[config.mk]
export PLATFORM = sky130hd
export DESIGN_NAME = store_buffer
export DESIGN_NICKNAME = d
export VERILOG_FILES = /design/src/rtl/store_buffer_pkg.sv /design/src/rtl/store_buffer_byte_merge.sv /design/src/rtl/store_buffer.sv
export SDC_FILE = /design/constraint.sdc
export NUM_CORES = 2
export LEC_CHECK = 0
export BUFFER_PORTS_ARGS = -buffer_cell sky130_fd_sc_hd__buf_2
export CAP_MARGIN = 30
export CORE_ASPECT_RATIO = 0.6
export CORE_MARGIN = 5
export CORE_UTILIZATION = 45
export DETAILED_ROUTE_END_ITERATION = 8
export SETUP_SLACK_MARGIN = 0.02
export SYNTH_ARGS = -nofsm -noshare
export SYNTH_HDL_FRONTEND = slang
export SYNTH_HIERARCHICAL = 1
export SYNTH_SLANG_ARGS = --single-unit
[constraint.sdc]
create_clock -name clk -period 20.8 [get_ports clk]
set_clock_uncertainty 0.2 [all_clocks]
set_input_delay 1.04 -clock clk [delete_from_list [all_inputs] [get_ports clk]]
set_output_delay 1.04 -clock clk [all_outputs]
set_load 0.02 [all_outputs]
[src/rtl/store_buffer_pkg.sv]
// Shared constants and entry layout for the store buffer.
// Imported by the buffer top and its byte-merge helper.
package store_buffer_pkg;

    localparam int STB_DEPTH = 4;

    typedef struct packed {
        logic [60:0] dw_addr;
        logic [63:0] data;
        logic [7:0]  mask;
    } stb_entry_t;

endpackage

[src/rtl/store_buffer_byte_merge.sv]
// Byte-granular merge of a new store into an existing entry.
// Purely combinational; new bytes win where their enable is set.
module stb_byte_merge (
    input  logic [63:0] old_data_i,
    input  logic [7:0]  old_mask_i,
    input  logic [63:0] new_data_i,
    input  logic [7:0]  new_mask_i,
    output logic [63:0] data_o,
    output logic [7:0]  mask_o
);

    always_comb begin
        data_o = old_data_i;
        for (int b = 0; b < 8; b++) begin
            if (new_mask_i[b]) begin
                data_o[b*8 +: 8] = new_data_i[b*8 +: 8];
            end
        end
        mask_o = old_mask_i | new_mask_i;
    end

endmodule

[src/rtl/store_buffer.sv]
// In-order store buffer between the store align stage and the data-memory
// write port, with youngest-entry merging and a load-overlap hazard probe.
module store_buffer
    import store_buffer_pkg::*;
#(
    parameter int DEPTH = STB_DEPTH
) (
    input  logic                       clk,
    input  logic                       reset,
    input  logic                       st_valid_i,
    output logic                       st_ready_o,
    input  logic [63:0]                st_addr_i,
    input  logic [63:0]                st_data_i,
    input  logic [7:0]                 st_mask_i,
    output logic                       mem_req_o,
    output logic [63:0]                mem_addr_o,
    output logic [63:0]                mem_data_o,
    output logic [7:0]                 mem_mask_o,
    input  logic                       mem_gnt_i,
    input  logic                       ld_valid_i,
    input  logic [63:0]                ld_addr_i,
    input  logic [7:0]                 ld_mask_i,
    output logic                       ld_hazard_o,
    output logic                       empty_o,
    output logic [$clog2(DEPTH):0]     count_o
);

    localparam int PW = $clog2(DEPTH);
    localparam int CW = PW + 1;

    stb_entry_t          ent_q [DEPTH];
    logic [DEPTH-1:0]    vld_q;
    logic [PW-1:0]       head_q;
    logic [PW-1:0]       tail_q;
    logic [CW-1:0]       count_q;

    logic [PW-1:0]       tail_m1;
    logic                merge_hit;
    logic                accept;
    logic                do_enq;
    logic                do_merge;
    logic                deq;
    logic                hz;
    logic [63:0]         mrg_data;
    logic [7:0]          mrg_mask;
    logic                unused_lsbs;

    assign unused_lsbs = ^{st_addr_i[2:0], ld_addr_i[2:0]};

    assign tail_m1 = tail_q - 1'b1;

    // Head is never a merge target: it may be on the memory port right now.
    assign merge_hit = st_valid_i
                     & (count_q >= CW'(2))
                     & (ent_q[tail_m1].dw_addr == st_addr_i[63:3]);

    assign st_ready_o = (count_q < CW'(DEPTH)) | merge_hit;
    assign accept     = st_valid_i & st_ready_o;
    assign do_enq     = accept & ~merge_hit & (|st_mask_i);
    assign do_merge   = accept & merge_hit & (|st_mask_i);

    assign mem_req_o  = (count_q != '0);
    assign deq        = mem_req_o & mem_gnt_i;
    assign mem_addr_o = {ent_q[head_q].dw_addr, 3'b000};
    assign mem_data_o = ent_q[head_q].data;
    assign mem_mask_o = ent_q[head_q].mask;

    assign empty_o = (count_q == '0);
    assign count_o = count_q;

    stb_byte_merge u_merge (
        .old_data_i (ent_q[tail_m1].data),
        .old_mask_i (ent_q[tail_m1].mask),
        .new_data_i (st_data_i),
        .new_mask_i (st_mask_i),
        .data_o     (mrg_data),
        .mask_o     (mrg_mask)
    );

    always_comb begin
        hz = 1'b0;
        for (int i = 0; i < DEPTH; i++) begin
            if (vld_q[i]
                && (ent_q[i].dw_addr == ld_addr_i[63:3])
                && (|(ent_q[i].mask & ld_mask_i))) begin
                hz = 1'b1;
            end
        end
        ld_hazard_o = ld_valid_i & hz;
    end

    always_ff @(posedge clk or posedge reset) begin
        if (reset) begin
            for (int i = 0; i < DEPTH; i++) begin
                ent_q[i] <= '0;
            end
            vld_q   <= '0;
            head_q  <= '0;
            tail_q  <= '0;
            count_q <= '0;
        end else begin
            if (deq) begin
                vld_q[head_q] <= 1'b0;
                head_q        <= head_q + 1'b1;
            end
            if (do_enq) begin
                ent_q[tail_q].dw_addr <= st_addr_i[63:3];
                ent_q[tail_q].data    <= st_data_i;
                ent_q[tail_q].mask    <= st_mask_i;
                vld_q[tail_q]         <= 1'b1;
                tail_q                <= tail_q + 1'b1;
            end
            if (do_merge) begin
                ent_q[tail_m1].data <= mrg_data;
                ent_q[tail_m1].mask <= mrg_mask;
            end
            count_q <= count_q + CW'(do_enq) - CW'(deq);
        end
    end

endmodule
==> impl_results.md <==
* Outcome: complete, no violations
* Initial antenna violation count at 20
* Top_reg_cell synth: dfrtp_1
* Metal-1 WL at around 65000 microns
* Fmax at 118 MHz
* Dpl hpwl at between 100000 and 150000 microns
* Yosys top cell by area: dfrtp_1
* Sequential share of power at 28.6%
* Number of synthesized register bits at 543
* Most frequent cell after synthesis: dfrtp_1
* Arrival @ worst endpoint at 8.83 ns
* Synth cell types at 75
* Number of flops mapped to enable cells by yosys at 0
* Clock root cell: clkbuf_16
* Clk_lat worst skew at 0.65 ns
* Num CTS Buffers at 56
* Final Cycle Share at between 40% and 50%
* Highest Signal Layer: met5
* Clk buf depth at 3
* IO Count at 356
* Global Route Usage Sum at 34.4%
* Final slew viol count at 0
* First-pass GRT wire length at 209000 microns
* TritonCTS clock tree: done
* CTS Hold Buffers Added at 0
* Mapped Area at 0.0346 sq mm
* Routed length per instance at 35.0 microns
* Synth top area cells: dfrtp_1, mux4_2, a22o_1, a21o_1, mux2_2
* Number of global-route vias before repair at ~28000
* Setup WS pre-CTS at 12.58 ns
* CP dominant cell by count: buf_4
* Seq/Total Area, Yosys at 39.3%
* Final setup viols at 0
* Worst-path clk slew at 0.06 ns
* Async SR Flop Fraction at 100%
* Finished Core Util at 51.5%
* Tmin final at 8.46 ns
* Power Density at 195 mW/mm^2
* First DRT Iteration DRCs at 3983
* Setup slack after layout at 12.34 ns
* Mapped Cells at between 2000 and 3000
* Critical Path End Type: register
* Leakage at 18.1 nW
* Slowest stage delay, CP at 0.91 ns
* Antenna Nets Post-Route at 0
* Hold WS at a little under 0.3 ns
* Largest net degree at the start of global routing at 130
* Placed cell area at approximately 0.037 sq mm
* Nets at 3326
* Worst setup SP type: register
* Resize count post-CTS at 0
* Setup TNS at 0 ns
* # clock sinks at 543
* Die Footprint at 0.0827 sq mm
* Die X at 368 microns
* Syn_area_per_cell at roughly 12 sq um
* Slowest-stage cell, CP: and3_2
* Pre-antenna DRT Iters at 6
* Row cnt at 78
* H-tree Lvls at 2
* Final Hold Fails at 0
* Final wirelength at about 150000 microns
* Initial Util at 45.6%
* Die extent in y at between 200 and 250 microns
* Layout cells sized above 1 at 31.9%
* # Max-Cap Violations at 0
* Drc violations at 0
* Core Area at between 0.07 and 0.08 sq mm
* Post-DR vias/cell at 6.83
* Synth cell count leaders: dfrtp_1, mux4_2, a21o_1, a22o_1, nand2_1
* Switching power total at 3.52 mW
* Post CTS Setup Buffer Count at 0
* Number of port buffers at 346
* Worst-path fanout max at 69
* Total grt overflow at 0
* Routed met2 length at 59600 microns
* Syn-to-layout area delta at 13.0%
* RSZ-0062 raised after global routing: false
* Ys Warns at 6
* Worst min-delay path category: register to register
* Total number of vias at 28380
* Post-layout instance area at 0.0391 sq mm
* Comb pwr share at between 50% and 60%
* Setup Crit Path Kind: register to register
* WL met3 at 18100 microns
* RD Place Congestion at a little over 1
* Post-synth top area share at 39.3%
* Switching share of power at 46.1%
* Clock Power Share at 14.2%
* Critical Path RT at 21.17 ns
* Measured slew at the worst slew-check pin at 1.19 ns
* Crit-path cells: inv_1 -> buf_4 -> ha_4 -> buf_4 -> buf_4 -> mux4_2 -> o2bb2ai_1 -> or4_1 -> or4_1 -> nor4_1 -> and4_2 -> buf_4 -> and3_2 -> buf_4 -> a22o_1 -> a21o_1
* Internal at 4.11 mW
* Relative slew slack at between 20 and 25%
* Maximum VDD drop at ~0.000098 V
-- through the flow --
step / total power [mW] / cells
floorplan: 4.91 / 2879
global placement: 6.31 / 4023
detailed placement: 6.41 / 4033
CTS: 7.53 / 4137
global route: 7.93 / 4154
finish: 7.63 / 4156
-- cells by family (layout without fill, tap and decap cells) --
logic type               count (synthesis)  in the layout  synth area share [%]
multiplexers                           546            546                  26.4
flip-flops                             543            543                  39.3
XOR/XNOR                               238            238                  6.03
adder cells (fa/ha/maj)                 12             12                 0.456
AO/OA/AOI/OAI                          734            734                  16.6
buffers and inverters                  315            583                  4.35
AND/OR/NAND/NOR                        488            488                  6.95
other                                    1             12                0.0108
-- routing by layer --
layer / track usage (%) / vias to the layer above
li1: - / 11474
met1: 52.8 / 15038
met2: 47.4 / 1650
met3: 11.4 / 206
met4: 6.94 / 12
met5: 0 / -
-- path summary, 6_finish.rpt --
check,start,endpoint,slack (ns),cells past startpoint
worst min-delay path,ent_q[332]$_DFF_PP0_,ent_q[332]$_DFF_PP0_,0.30,1
worst min register to register,ent_q[332]$_DFF_PP0_,ent_q[332]$_DFF_PP0_,0.30,1
worst max register to register,tail_q[0]$_DFFE_PP0N_,ent_q[167]$_DFF_PP0_,12.34,16
min in group asynchronous,reset,async pin,0.40,3
max in group asynchronous,reset,async pin,17.98,6
worst max-delay path,tail_q[0]$_DFFE_PP0N_,ent_q[167]$_DFF_PP0_,12.34,16
-- layout by cell type (no fill, tap or decap), drive strengths merged, types with 9 or more instances in the layout --
master,count
a211oi,15
a21o,245
a21oi,18
a221o,16
a221oi,18
a22o,245
a22oi,22
buf,410
clkbuf,85
clkinv,13
dfrtp,543
diode,9
ha,11
inv,70
mux2,245
mux2i,53
mux4,248
nand2,228
nand2b,15
nand3,17
nand4,50
nor2,37
nor2b,10
nor3,41
nor4,42
o21ai,65
o22ai,28
o2bb2ai,9
or2,14
xnor2,154
xor2,84
-- area by class of cell --
cell class              count  area [sq um]
inverters                  69           267
clock inverters            19           216
diodes                      9          22.5
well taps                1000          1250
clock buffers              85          1710
fillers                  6600         36800
flip-flops and latches    543         13600
repair buffers            410          2440
multi-input cells        2021         19600
-- power groups by stage --
stage | combinational [mW] | clock [mW] | sequential (mW)
after detailed placement | 4.25 | 0 | 2.16
after floorplan | 3.00 | 0 | 1.91
after global routing | 4.55 | 1.14 | 2.24
final | 4.36 | 1.09 | 2.18
after CTS | 4.28 | 1.10 | 2.15
after global placement | 4.19 | 0 | 2.11
-- worst max-delay path: cells and delay by family, from the launching register on --
kind,cells,cell delay (ns)
buffers and inverters,6,2.78
and+or+nand+nor,5,2.78
adders and majority gates,1,0.73
DFF,1,0.71
muxes,1,0.54
AOI/OAI and AO/OA,3,0.47
(Power assumes the default switching activity.)
